File: src/rtl/sprite_renderer.sv
// Sprite renderer: walk animation state updated at vsync, mirrored
// ROM addressing and a three-stage hit/colour pipeline.
module sprite_renderer #(
    parameter int SPRITE_W   = 32,
    parameter int SPRITE_H   = 32,
    parameter int ANIM_DIV   = 8,
    parameter int IDLE_FRAME = 8,
    parameter int WALK_BASE  = 8,
    parameter int ADDR_W     = 14
) (
    input  logic              Clk,
    input  logic              Reset_n,
    input  logic              frame_start,
    input  logic [7:0]        Keycode,
    input  logic [10:0]       spritex,
    input  logic [10:0]       spritey,
    input  logic [9:0]        DrawX,
    input  logic [9:0]        DrawY,
    output logic [ADDR_W-1:0] rom_addr,
    input  logic [3:0]        rom_data,
    output logic              sprite_on,
    output logic [3:0]        pixel_idx,
    output logic [3:0]        anim_frame,
    output logic              facing_left
);

    localparam int CW = $clog2(SPRITE_W);
    localparam int RW = $clog2(SPRITE_H);
    localparam int DW = (ANIM_DIV > 1) ? $clog2(ANIM_DIV) : 1;

    typedef enum logic {IDLE, WALK} state_t;

    state_t          state;
    state_t          state_nx;
    logic [DW-1:0]   div_cnt;
    logic [DW-1:0]   div_nx;
    logic [1:0]      walk_idx;
    logic [1:0]      walk_nx;
    logic            walk_key;

    logic [11:0]     dx;
    logic [11:0]     dy;
    logic [11:0]     sx;
    logic [11:0]     sy;
    logic            hit;
    logic [CW-1:0]   col;
    logic [CW-1:0]   col_m;
    logic [RW-1:0]   row;
    logic [ADDR_W-1:0] addr_nx;
    logic            hit_d1;
    logic            hit_d2;
    logic            opaque;

    assign walk_key = (Keycode == 8'd79) || (Keycode == 8'd80);

    // Animation state advances only on the vsync pulse
    always_ff @(posedge Clk or negedge Reset_n) begin
        if (!Reset_n) begin
            state    <= IDLE;
            div_cnt  <= '0;
            walk_idx <= '0;
        end else if (frame_start) begin
            state    <= state_nx;
            div_cnt  <= div_nx;
            walk_idx <= walk_nx;
        end
    end

    // Next animation state: walk while an arrow key is held
    always_comb begin
        state_nx = state;
        div_nx   = div_cnt;
        walk_nx  = walk_idx;
        unique case (state)
            IDLE: begin
                if (walk_key) begin
                    state_nx = WALK;
                    div_nx   = '0;
                    walk_nx  = '0;
                end
            end
            WALK: begin
                if (!walk_key) begin
                    state_nx = IDLE;
                    div_nx   = '0;
                    walk_nx  = '0;
                end else if (div_cnt == DW'(ANIM_DIV - 1)) begin
                    div_nx  = '0;
                    walk_nx = walk_idx + 2'd1;
                end else begin
                    div_nx = div_cnt + 1'b1;
                end
            end
            default: state_nx = IDLE;
        endcase
    end

    // Selected ROM frame follows the animation state
    always_comb begin
        anim_frame = 4'(IDLE_FRAME);
        if (state == WALK)
            anim_frame = 4'(WALK_BASE) + {2'b00, walk_idx};
    end

    // Facing direction latched at vsync; other keys keep it
    always_ff @(posedge Clk or negedge Reset_n) begin
        if (!Reset_n)
            facing_left <= 1'b0;
        else if (frame_start && Keycode == 8'd80)
            facing_left <= 1'b1;
        else if (frame_start && Keycode == 8'd79)
            facing_left <= 1'b0;
    end

    // Hit test in 12 bits so the far box edge never wraps
    always_comb begin
        dx    = {2'b00, DrawX};
        dy    = {2'b00, DrawY};
        sx    = {1'b0, spritex};
        sy    = {1'b0, spritey};
        hit   = (dx >= sx) && (dx < sx + 12'(SPRITE_W)) &&
                (dy >= sy) && (dy < sy + 12'(SPRITE_H));
        col   = DrawX[CW-1:0] - spritex[CW-1:0];
        row   = DrawY[RW-1:0] - spritey[RW-1:0];
        col_m = facing_left ? ~col : col;
        addr_nx = ADDR_W'({anim_frame, row, col_m});
    end

    assign opaque = hit_d2 && (rom_data != 4'd0);

    // Three-stage pipeline: address, ROM read, colour
    always_ff @(posedge Clk or negedge Reset_n) begin
        if (!Reset_n) begin
            rom_addr  <= '0;
            hit_d1    <= 1'b0;
            hit_d2    <= 1'b0;
            sprite_on <= 1'b0;
            pixel_idx <= 4'd0;
        end else begin
            if (hit)
                rom_addr <= addr_nx;
            hit_d1    <= hit;
            hit_d2    <= hit_d1;
            sprite_on <= opaque;
            pixel_idx <= opaque ? rom_data : 4'd0;
        end
    end

endmodule

File: config.mk
export PLATFORM = sky130hd
export DESIGN_NAME = sprite_renderer
export DESIGN_NICKNAME = d
export VERILOG_FILES = /design/src/rtl/sprite_renderer.sv
export SDC_FILE = /design/constraint.sdc
export NUM_CORES = 1
export LEC_CHECK = 0
export ABC_AREA = 1
export CORE_MARGIN = 2
export CORE_UTILIZATION = 50
export CTS_CLUSTER_DIAMETER = 80
export DETAILED_ROUTE_END_ITERATION = 7
export PLACE_DENSITY_LB_ADDON = 0.2
export REMOVE_ABC_BUFFERS = 1
export SLEW_MARGIN = 20
export SYNTH_ARGS = -nofsm -noshare
export SYNTH_HDL_FRONTEND = slang
export SYNTH_SLANG_ARGS = --single-unit
File: constraint.sdc
create_clock -name Clk -period 2.03 [get_ports Clk]
set_input_delay 0.3045 -clock Clk [delete_from_list [all_inputs] [get_ports Clk]]
set_output_delay 0.3045 -clock Clk [all_outputs]
set_load 0.02 [all_outputs]
==> impl_metrics.ini <==
[synth]
netlist_area_um2 = 2390
ys_ff_latch = 27
yosys_synthesis_warning_count = 0
seq_area_frac_synth_pct = 28.2
postSynthAreaPerCell_um2 = 7.32
postSynthCellCount = 327
synth_cell_types = 30

[setup_path]
regToRegEndpoint = walk_idx[0]$_DFFE_PN0P_
timing.critical_path.fanout_max = 8
critPathSlowestCell = sky130_fd_sc_hd__clkdlybuf4s50_1
critPathLaunch = spritey[3]
r2r_setup_slack_ps = 710
timing.setup.critical_path_class = in -> reg
critPathRequiredTime_ps = 2240
setup.worst_path.start_class = primary input
critical_path_arrival_ps = 2160
timing.critical_path.to = rom_addr[3]$_DFFE_PN0P_
r2r_cells = 6
critical_path.endpoint_type = flip-flop
critPathMaxStageDelay_ps = 450
worstPathCellList = clkdlybuf4s50_1 -> inv_1 -> ha_1 -> inv_1 -> nor3_2 -> nand3_1 -> nand3_2 -> nand2_2 -> nor2_4 -> buf_6 -> nand3_1 -> nand2_1
r2r_start = div_cnt[0]$_DFFE_PN0P_

[grt]
grt_pass1_vias = 2411
grt_overflow = 0
grt_start_max_net_pins = 28
globalRouteTotalUtil_pct = 21.8
grt_pass1_wl_um = 9550
antenna_found_initial = 0

[power_and_ir_drop]
share_of_power_burned_in_the_clock_network_pct = 14.0
power.density_nw_per_um2 = 541
p_leak_nw = 2.10
power.ir.vdd_worst_v = 0.000284
power.switching_w = 0.000778
power.share.switching_pct = 36.8
cellInternalPower_w = 0.00133
power.combinational.fraction_pct = 51.4
power_frac_seq_pct = 34.6

[detailed_routing]
via_count = 2538
postRouteAntennaNets = 0
route.detailed.vias_per_inst = 5.06
drt-wirelength-per-cell_um = 12.9
detail_route.wirelength_um = 6480
drc = 0
drt_iter0_drc = 119
drt_pre_antenna_iters = 5

[clock_tree]
clock_sink_count = 27
cts-root-buf = sky130_fd_sc_hd__clkbuf_8
cts_tree = done
path_clk_slew_ps = 80
cts.path.max_buffers = 2
count_of_hold_fix_buffers_inserted_at_cts = 0
htree_num_levels = 1
cts_buffers = 3
insertion_delay_ps = 270

[cells_and_area]
layout.cell_area.non_filler_um2 = 3900
antenna_cells_inserted = 0
postLayoutCoreUtil_pct = 83.7
n_fill_cell = 284
syn_to_final_growth_pct = 63.1
final_layout_size_suffix_gt1_share_pct = 25.2
nNetsFinal = 542

[placed_design]
gp_congestion = 0.861
hpwl_um = 4810
place_ws_ps = -506
port_bufs = 77
placed_area_um2 = 3510

[outcome]
status = complete, no violations

[min_path]
timing.hold.worst.class = reg -> reg

[floorplanning]
fp.coreArea_um2 = 4660
start_util_pct = 51.3
die_width_um = 73.2
floorplan.die.height_um = 73.2
design.portCount = 81
core.rowCount = 25
die_area_um2 = 5350

[sta]
clock_skew_ps = 1.12
setup_viol_count_final = 0
timing.fmax_ghz = 0.513
final.period_utilization_pct = 96.0
timing.final.ws_setup_ps = 80.7
slew_violations = 0
fin_crit_ps = 1950
final_hold_violation_count = 0

[job]
max_cap_violations = 0
## stage by stage
stage | total power (W) | hold WS, ps | setup TNS [ps] | cells
floorplan | 0.00118 | 8.91 | 0 | 321
global placement | 0.00167 | 332 | -4940 | 496
detailed placement | 0.00171 | 344 | -6730 | 496
CTS | 0.00202 | 363 | 0 | 502
global route | 0.00223 | 385 | -429 | 502
finish | 0.00211 | 360 | 0 | 502
## power groups by stage
stage | clock (W) | combinational, W | sequential, W
6_report | 0.000295 | 0.00109 | 0.000731
5_1_grt | 0.000314 | 0.00118 | 0.000735
4_1_cts | 0.000299 | 0.000993 | 0.000724
3_5_place_dp | 0 | 0.000975 | 0.000735
3_3_place_gp | 0 | 0.000940 | 0.000732
2_1_floorplan | 0 | 0.000340 | 0.000844
## what timing repair did
item | CTS | global route
setup buffers | 1 | 0
gates cloned | 1 | 0
endpoints found under the hold margin | 0 | 0
gates resized for setup | 22 | 70
pin swaps | 6 | 33
endpoints found under the setup margin | 14 | 14
## layout by cell type (no fill, tap or decap), drive strengths merged, types with 3 or more instances in the layout
cell type,count
nand2,82
inv,61
clkdlybuf4s50,55
buf,45
ha,34
dfrtp,27
nand3,27
nor2,26
dlymetal6s2s,17
o21ai,17
a21oi,15
xor2,8
xnor2,8
clkbuf,6
nand4,4
conb,3
## cell families (layout without fill, tap and decap cells)
logic type	after synthesis	after routing	synth area share, %
adders and majority gates	36	36	19.5
DFF	27	27	28.2
AOI/OAI and AO/OA	36	36	8.32
buffers and inverters	68	187	11.8
xor gates and xnor gates	16	16	5.86
other	2	3	0.314
and+or+nand+nor	142	143	26.0
## cell usage after synthesis, drive strengths merged
| cell type | n | share of area [%] |
|---|---|---|
| a21boi | 1 | 0.31 |
| nand4 | 4 | 1.0 |
| o21ai | 17 | 3.7 |
| fa | 2 | 1.7 |
| xnor2 | 8 | 2.9 |
| a21oi | 15 | 3.1 |
| nor3b | 1 | 0.31 |
| nor3 | 1 | 0.21 |
| conb | 2 | 0.31 |
| dfrtp | 27 | 28 |
| o31ai | 1 | 0.31 |
| nand2 | 81 | 13 |
| nand3b | 2 | 0.63 |
| nand3 | 27 | 6.3 |
| inv | 61 | 9.6 |
| clkbuf | 1 | 0.16 |
| xor2 | 8 | 2.9 |
| o41ai | 1 | 0.37 |
| nor2 | 26 | 4.4 |
| ha | 34 | 18 |
| buf | 6 | 2.1 |
| o21bai | 1 | 0.47 |
## flip-flops by register name, summed over array words and instances, names as in the netlist
signal,flops
div_cnt,3
hit_d1,1
hit_d2,1
walk_idx,2
sprite_on,1
facing_left,1
state,1
rom_addr,13
pixel_idx,4
## worst min path at each step
| stage | start | end | slack, ps | cells after the start |
|---|---|---|---|---|
| after floorplan | Reset_n | div_cnt[0]$_DFFE_PN0P_ | 9 | 0 |
| after global placement | hit_d1$_DFF_PN0_ | hit_d2$_DFF_PN0_ | 330 | 0 |
| after detailed placement | hit_d1$_DFF_PN0_ | hit_d2$_DFF_PN0_ | 340 | 0 |
| after CTS | hit_d1$_DFF_PN0_ | hit_d2$_DFF_PN0_ | 360 | 0 |
| after global routing | hit_d1$_DFF_PN0_ | hit_d2$_DFF_PN0_ | 390 | 0 |
| final | hit_d1$_DFF_PN0_ | hit_d2$_DFF_PN0_ | 360 | 0 |
## layer usage
metal | wire length [um] | part of all wire [%] | GRT usage, % | vias up
li1 | - | - | - | 1268
met1 | 2650 | 41 | 26.1 | 1190
met2 | 3530 | 55 | 42.2 | 76
met3 | 272 | 4.2 | 1.52 | 4
met4 | 27 | 0.42 | 4.12 | 0
met5 | 0 | 0 | 0 | -
## critical path: cells and delay by family
kind / cells / cell delay [ps]
AND/OR/NAND/NOR: 7 / 780
adder cells (fa/ha/maj): 1 / 320
buffers and inverters: 4 / 750
## cell type report
cell class	instances	area [um^2]	share of cell area [%]
clock buffers	4	45.0	1.15
multi-input cells	234	1730	44.4
well taps	54	67.6	1.73
inverters	61	229	5.87
repair buffers	122	1150	29.6
flip-flops and latches	27	676	17.3
No activity file was read; power rests on OpenSTA's default activity.
